[src/rtl/cpu_pkg.sv]
// Types and defaults shared between the control unit and the memory responder,
// so both sides agree on widths and encodings.
package cpu_pkg;
  localparam int DATA_W_DEF = 8;
  localparam int ADDR_W_DEF = 4;
  localparam int CNT_W      = 4;

  typedef enum logic [1:0] {
    RSP_IDLE = 2'b00,
    RSP_WAIT = 2'b01,
    RSP_ACK  = 2'b10
  } rsp_state_e;

  typedef enum logic [1:0] {
    OP_SUM = 2'b00,
    OP_RES = 2'b01,
    OP_MOV = 2'b10,
    OP_OUT = 2'b11
  } op_e;
endpackage

[src/rtl/mem_responder_if.sv]
// enmem/ack memory strobe bus between the control FSM (master) and the responder (slave).
interface mem_responder_if #(
  parameter int DATA_W = 8,
  parameter int ADDR_W = 4
);
  logic              enmem;
  logic              wrmem;
  logic [ADDR_W-1:0] addr;
  logic [DATA_W-1:0] wdata;
  logic [DATA_W-1:0] rdata;
  logic              ack;
  logic              err;
  logic              busy;

  modport master (output enmem, wrmem, addr, wdata, input rdata, ack, err, busy);
  modport slave  (input enmem, wrmem, addr, wdata, output rdata, ack, err, busy);
endinterface

[src/rtl/mem_array.sv]
// DEPTH x DATA_W storage, one synchronous write and one synchronous read port.
// Contents are deliberately not reset.
module mem_array #(
  parameter int          DATA_W = 8,
  parameter int          ADDR_W = 4,
  parameter int unsigned DEPTH  = 16
) (
  input  logic              clk,
  input  logic              we,
  input  logic [ADDR_W-1:0] waddr,
  input  logic [DATA_W-1:0] wdata,
  input  logic              re,
  input  logic [ADDR_W-1:0] raddr,
  output logic [DATA_W-1:0] rdata_q
);
  logic [DATA_W-1:0] mem [DEPTH];

  always_ff @(posedge clk) begin
    if (we) mem[waddr] <= wdata;
    if (re) rdata_q <= mem[raddr];
  end
endmodule

[src/rtl/mem_responder.sv]
// Memory-side responder: four-phase enmem/ack handshake with configurable wait
// states, range check and a held read-data output.
module mem_responder
  import cpu_pkg::*;
#(
  parameter int          DATA_W      = DATA_W_DEF,
  parameter int          ADDR_W      = ADDR_W_DEF,
  parameter int unsigned DEPTH       = 16,
  parameter int unsigned WAIT_STATES = 1
) (
  input  logic           clk,
  input  logic           rst_n,
  mem_responder_if.slave bus
);
  localparam bit NO_WAIT = (WAIT_STATES == 0);

  rsp_state_e        state, state_nx;
  logic [CNT_W-1:0]  cnt;
  logic [ADDR_W-1:0] addr_l;
  logic [DATA_W-1:0] wdata_l;
  logic              wr_l;
  logic              err_q;
  logic              rd_zero;
  logic [DATA_W-1:0] rdata_q;

  logic              in_idle, acc, acc_wr, acc_ok, we, re;
  logic [ADDR_W-1:0] acc_addr;
  logic [DATA_W-1:0] acc_wdata;

  always_ff @(posedge clk or negedge rst_n) begin
    if (!rst_n) state <= RSP_IDLE;
    else        state <= state_nx;
  end

  always_comb begin
    state_nx = state;
    case (state)
      RSP_IDLE: if (bus.enmem) state_nx = NO_WAIT ? RSP_ACK : RSP_WAIT;
      RSP_WAIT: if (cnt == '0) state_nx = RSP_ACK;
      RSP_ACK:  if (!bus.enmem) state_nx = RSP_IDLE;
      default:  state_nx = RSP_IDLE;
    endcase
  end

  // With no wait states the access happens on the acceptance edge, so it must
  // use the live bus fields rather than the latched copies.
  always_comb begin
    in_idle   = (state == RSP_IDLE);
    acc       = (in_idle && bus.enmem && NO_WAIT) || (state == RSP_WAIT && cnt == '0);
    acc_addr  = in_idle ? bus.addr  : addr_l;
    acc_wdata = in_idle ? bus.wdata : wdata_l;
    acc_wr    = in_idle ? bus.wrmem : wr_l;
    acc_ok    = 32'(acc_addr) < DEPTH;
    we        = acc && acc_wr && acc_ok;
    re        = acc && !acc_wr && acc_ok;
  end

  always_ff @(posedge clk or negedge rst_n) begin
    if (!rst_n) begin
      cnt     <= '0;
      addr_l  <= '0;
      wdata_l <= '0;
      wr_l    <= 1'b0;
      err_q   <= 1'b0;
      rd_zero <= 1'b1;
    end else begin
      if (in_idle && bus.enmem) begin
        addr_l  <= bus.addr;
        wdata_l <= bus.wdata;
        wr_l    <= bus.wrmem;
        cnt     <= CNT_W'(WAIT_STATES - 1);
      end else if (state == RSP_WAIT && cnt != '0) begin
        cnt <= cnt - 1'b1;
      end
      if (acc) begin
        err_q <= !acc_ok;
        if (!acc_wr) rd_zero <= !acc_ok;
      end
      if (state == RSP_ACK && !bus.enmem) err_q <= 1'b0;
    end
  end

  mem_array #(.DATA_W(DATA_W), .ADDR_W(ADDR_W), .DEPTH(DEPTH)) u_mem (
    .clk     (clk),
    .we      (we),
    .waddr   (acc_addr),
    .wdata   (acc_wdata),
    .re      (re),
    .raddr   (acc_addr),
    .rdata_q (rdata_q)
  );

  // rd_zero masks the array output after reset and after out-of-range reads.
  assign bus.rdata = rd_zero ? '0 : rdata_q;
  assign bus.ack   = (state == RSP_ACK);
  assign bus.busy  = (state != RSP_IDLE);
  assign bus.err   = err_q;
endmodule

[src/flat_wrapper.sv]
// flat-port wrapper written by rule: the top's interface ports become plain ports
module mem_responder_flat import cpu_pkg::*;
#(
  parameter int          DATA_W      = DATA_W_DEF,
  parameter int          ADDR_W      = ADDR_W_DEF,
  parameter int unsigned DEPTH       = 16,
  parameter int unsigned WAIT_STATES = 1
)
  (clk, rst_n, bus_enmem, bus_wrmem, bus_addr, bus_wdata, bus_rdata, bus_ack, bus_err, bus_busy);
  mem_responder_if #(.DATA_W(DATA_W), .ADDR_W(ADDR_W)) bus_i ();
  input  logic clk;
  input  logic rst_n;
  input wire logic [$bits(bus_i.enmem)-1:0] bus_enmem;
  input wire logic [$bits(bus_i.wrmem)-1:0] bus_wrmem;
  input wire logic [$bits(bus_i.addr)-1:0] bus_addr;
  input wire logic [$bits(bus_i.wdata)-1:0] bus_wdata;
  output wire logic [$bits(bus_i.rdata)-1:0] bus_rdata;
  output wire logic [$bits(bus_i.ack)-1:0] bus_ack;
  output wire logic [$bits(bus_i.err)-1:0] bus_err;
  output wire logic [$bits(bus_i.busy)-1:0] bus_busy;
  assign bus_i.enmem = bus_enmem;
  assign bus_i.wrmem = bus_wrmem;
  assign bus_i.addr = bus_addr;
  assign bus_i.wdata = bus_wdata;
  assign bus_rdata = bus_i.rdata;
  assign bus_ack = bus_i.ack;
  assign bus_err = bus_i.err;
  assign bus_busy = bus_i.busy;
  mem_responder #(.DATA_W(DATA_W), .ADDR_W(ADDR_W), .DEPTH(DEPTH), .WAIT_STATES(WAIT_STATES)) u_core (.clk(clk), .rst_n(rst_n), .bus(bus_i));
endmodule
[config.mk]
export PLATFORM = sky130hd
export DESIGN_NAME = mem_responder_flat
export DESIGN_NICKNAME = d
export VERILOG_FILES = /design/src/rtl/cpu_pkg.sv /design/src/rtl/mem_responder_if.sv /design/src/rtl/mem_array.sv /design/src/rtl/mem_responder.sv /design/src/flat_wrapper.sv
export SDC_FILE = /design/constraint.sdc
export NUM_CORES = 1
export LEC_CHECK = 0
export ABC_AREA = 1
export CAP_MARGIN = 25
export CORE_MARGIN = 1.5
export CORE_UTILIZATION = 50
export CTS_CLUSTER_SIZE = 20
export DETAILED_ROUTE_END_ITERATION = 10
export GPL_TIMING_DRIVEN = 1
export PLACE_DENSITY = 0.68
export REMOVE_ABC_BUFFERS = 1
export SYNTH_ARGS = -nofsm -noshare
export SYNTH_HDL_FRONTEND = slang
export SYNTH_SLANG_ARGS = --single-unit
[constraint.sdc]
create_clock -name clk -period 2.6 [get_ports clk]
set_input_delay 0.52 -clock clk [delete_from_list [all_inputs] [get_ports clk]]
set_output_delay 0.52 -clock clk [all_outputs]
set_load 0.005 [all_outputs]
==> summary.md <==
| Metric | Value |
|---|---|
| Synth Cell Area | `6940 um2` |
| Finished layout cell area | `8080 um2` |
| Slowest-stage cell, CP | `dfrtp_1` |
| Hold_buf cts | `0` |
| Gr ovfl total | `0` |
| Cell row count | `42` |
| Area contributors post-synth | `edfxtp_1, nand2_1, dfrtp_1` |
| CTS tree | `yes` |
| Worst slew margin | `41.3%` |
| Number of flops mapped to enable cells by yosys | `136` |
| Tot GR Track Use | `22.8%` |
| Crit-path max cell delay | `about 0.44 ns` |
| Maximum vdd drop | `between 0.001 and 0.0015 V` |
| CTS Root Cell | `clkbuf_16` |
| 1st-pass router iterations | `7` |
| Placer's final routability congestion estimate | `about 0.9` |
| Fin worst setup slack | `about 0.24 ns` |
| Share of cells above drive strength 1 | `10.6%` |
| DIE WIDTH | `between 100 and 150 um` |
| Antenna-violating nets left | `0` |
| Top FF cell, synth | `edfxtp_1` |
| CP delay by family, top | `simple AND/OR/NAND/NOR gates` |
| Register area share after synthesis | `66.0%` |
| Pint | `6.26 mW` |
| Port Buf Inserts | `25` |
| Yosys cell types | `22` |
| Syn Inst Count | `704` |
| Initial core utilization | `51.8%` |
| Final min period | `2.36 ns` |
| RSZ-0062 raised after global routing | `false` |
| Status | `finished clean` |
| H-tree levels | `4` |
| Worst path bufs/invs | `2` |
| Drt total wl | `15.4 mm` |
| Chip Height | `121 um` |
| Clk buf depth | `2` |
| Mean routed wirelength per cell | `16.4 um` |
| DP Area | `7500 um2` |
| Fillers | `1110` |
| Reported max-cap violation count | `0` |
| Seq pwr share | `34.0%` |
| Yosys warns | `0` |
| CTS buffer count | `17` |
| Comb pwr share | `43.1%` |
| Setup Buffers After CTS | `0` |
| Initial antenna violation count | `0` |
| Core ar. | `13400 um2` |
| Top-count cell post-synth | `nand2_1` |
| Clock skew | `approximately 0.0065 ns` |
| Synthesis-to-layout area growth | `16.3%` |
| Sw Ratio | `40.3%` |
| CP most frequent cell | `nor2_1` |
| Post-CTS sizing | `0` |
| Post-synth ARST share | `12.8%` |
| Post-detail-place hpwl | `9.93 mm` |
| I/O pins | `27` |
| Clk Latency, worst-skew pair | `0.43 ns` |
| Yosys top cell area share | `58.8%` |
| Fmax | `424 MHz` |
| Nets | `about 770` |
| NetSw | `between 4 and 5 mW` |
| Area leader, netlist | `edfxtp_1` |
| Critical setup path kind | `reg -> reg` |
| Final slew viol count | `0` |
| Final setup vio count | `0` |
| P per Cell Area | `1300 nW/um2` |
| Worst Tran Pin Value | `0.881 ns` |
| Arrival @ worst endpoint | `2.49 ns` |
| Die area | `~15000 um2` |
| Register bit total from synthesis | `~160` |
| Setup TNS | `0 ns` |
| Worst setup SP type | `flip-flop` |
| Crit path cell chain | `nor2_4 -> nand2_1 -> o21ai_0 -> inv_1 -> nor2_1 -> nand3_1 -> nor2_1 -> buf_4` |
| Inserted Diodes | `0` |
| Period utilization | `90.7%` |
| Routed vias/inst | `5.24` |
| Largest net degree at the start of global routing | `57` |
| Min-Delay Path Class | `in -> async` |
| Mean Syn Cell Area | `9.86 um2` |
| Dpl ws | `~0.087 ns` |
| CP Capture Type | `flip-flop` |
| Worst-path maximum fanout | `15` |
| First-pass GRT wire length | `~24 mm` |
| Leak | `3.49 nW` |
| Post-synth top cells | `nand2_1, edfxtp_1, nand3_1` |
| Final routed DRC violation total | `0` |
| Worst EP required | `2.73 ns` |
| Reg clk slew, reported paths | `0.06 ns` |
| Vias in the first global route | `4854` |
| Vias | `4917` |
| Fin util | `60.3%` |
| Num Clock Sinks | `156` |
| Clk pwr share | `22.8%` |
| Final Hold Fails | `0` |
| Initial drt markers | `508` |
## metal layers
metal,track usage [%],routed length (um),vias up
met4,9.78,302,0
met5,0,0,-
met1,29.7,6720,2325
met2,37.3,7480,166
li1,-,-,2402
met3,4.70,866,24
## logic make-up after synthesis
family | after synthesis | synth area share [%]
flops | 156 | 66.0
other cells | 1 | 0.0540
compound gates | 31 | 2.41
buf+inv | 89 | 5.84
fa+ha+maj | 2 | 0.360
simple gates | 425 | 25.3
## worst register-to-register path, stage by stage, from the launching register on
cell,delay [ns]
dfrtp_1,0.44
nor2_4,0.39
nand2_1,0.09
o21ai_0,0.12
inv_1,0.07
nor2_1,0.23
nand3_1,0.33
nor2_1,0.21
buf_4,0.20
## placed cells by master (no fill, tap or decap)
cell type,instances
nor2_2,1
clkbuf_16,17
nor2_4,4
buf_12,1
inv_2,6
nand3_1,95
buf_4,34
inv_1,50
bufinv_16,2
nor2_1,29
clkbuf_1,4
clkinv_1,2
clkdlybuf4s50_1,25
nand2_1,292
o21ai_1,6
dfrtp_1,19
clkinv_2,2
a21oi_1,2
o22ai_1,1
conb_1,1
o21ai_2,5
o21ai_0,17
nand2_2,3
ha_1,2
nand4_1,1
clkbuf_8,3
dfstp_2,1
edfxtp_1,136
clkinvlp_4,2
## sequential cells by signal (all words and copies together), names as in the netlist
signal / count
u_core.cnt: 4
u_core.rd_zero: 1
u_core.wr_l: 1
u_core.u_mem.mem: 128
u_core.wdata_l: 8
u_core.u_mem.rdata_q: 8
u_core.state: 2
u_core.addr_l: 4
## final cells by class
cell class / count / area, um2 / area share [%]
flip-flops and latches: 156 / 4590 / 56.8
multi-input cells: 459 / 1960 / 24.3
repair buffers: 60 / 526 / 6.51
clock buffers: 24 / 482 / 5.96
well taps: 176 / 220 / 2.73
inverters: 56 / 210 / 2.60
clock inverters: 8 / 92.6 / 1.15
## per-stage QoR
stage | total power [mW] | std cells | hold slack, ns
2_1_floorplan | 6.37 | 671 | 0.224
3_3_place_gp | 8.04 | 907 | 0.451
3_5_place_dp | 8.12 | 907 | 0.459
4_1_cts | 10.5 | 939 | 0.461
5_1_grt | 11.2 | 939 | 0.470
6_report | 10.5 | 939 | 0.462
## final timing paths
path | from | to | slack [ns] | cells after the start
setup / recovery | u_core.state[0] | u_core.u_mem.mem[12][0] | 0.24 | 8
hold / removal | rst_n | u_core.wdata_l[5] | 0.46 | 2
setup reg to reg | u_core.state[0] | u_core.u_mem.mem[12][0] | 0.24 | 8
hold reg to reg | u_core.cnt[3] | u_core.cnt[3] | 0.47 | 1
max in group asynchronous | rst_n | u_core.rd_zero | 1.86 | 2
min in group clk | u_core.cnt[3] | u_core.cnt[3] | 0.47 | 1
## power by group through the flow
stage	clock, mW	combinational (mW)	sequential [mW]
6_report	2.40	4.53	3.57
3_3_place_gp	0	4.43	3.61
2_1_floorplan	0	2.77	3.61
3_5_place_dp	0	4.50	3.62
4_1_cts	2.42	4.53	3.57
5_1_grt	2.52	5.07	3.60
No activity file was read; power rests on OpenSTA's default activity.
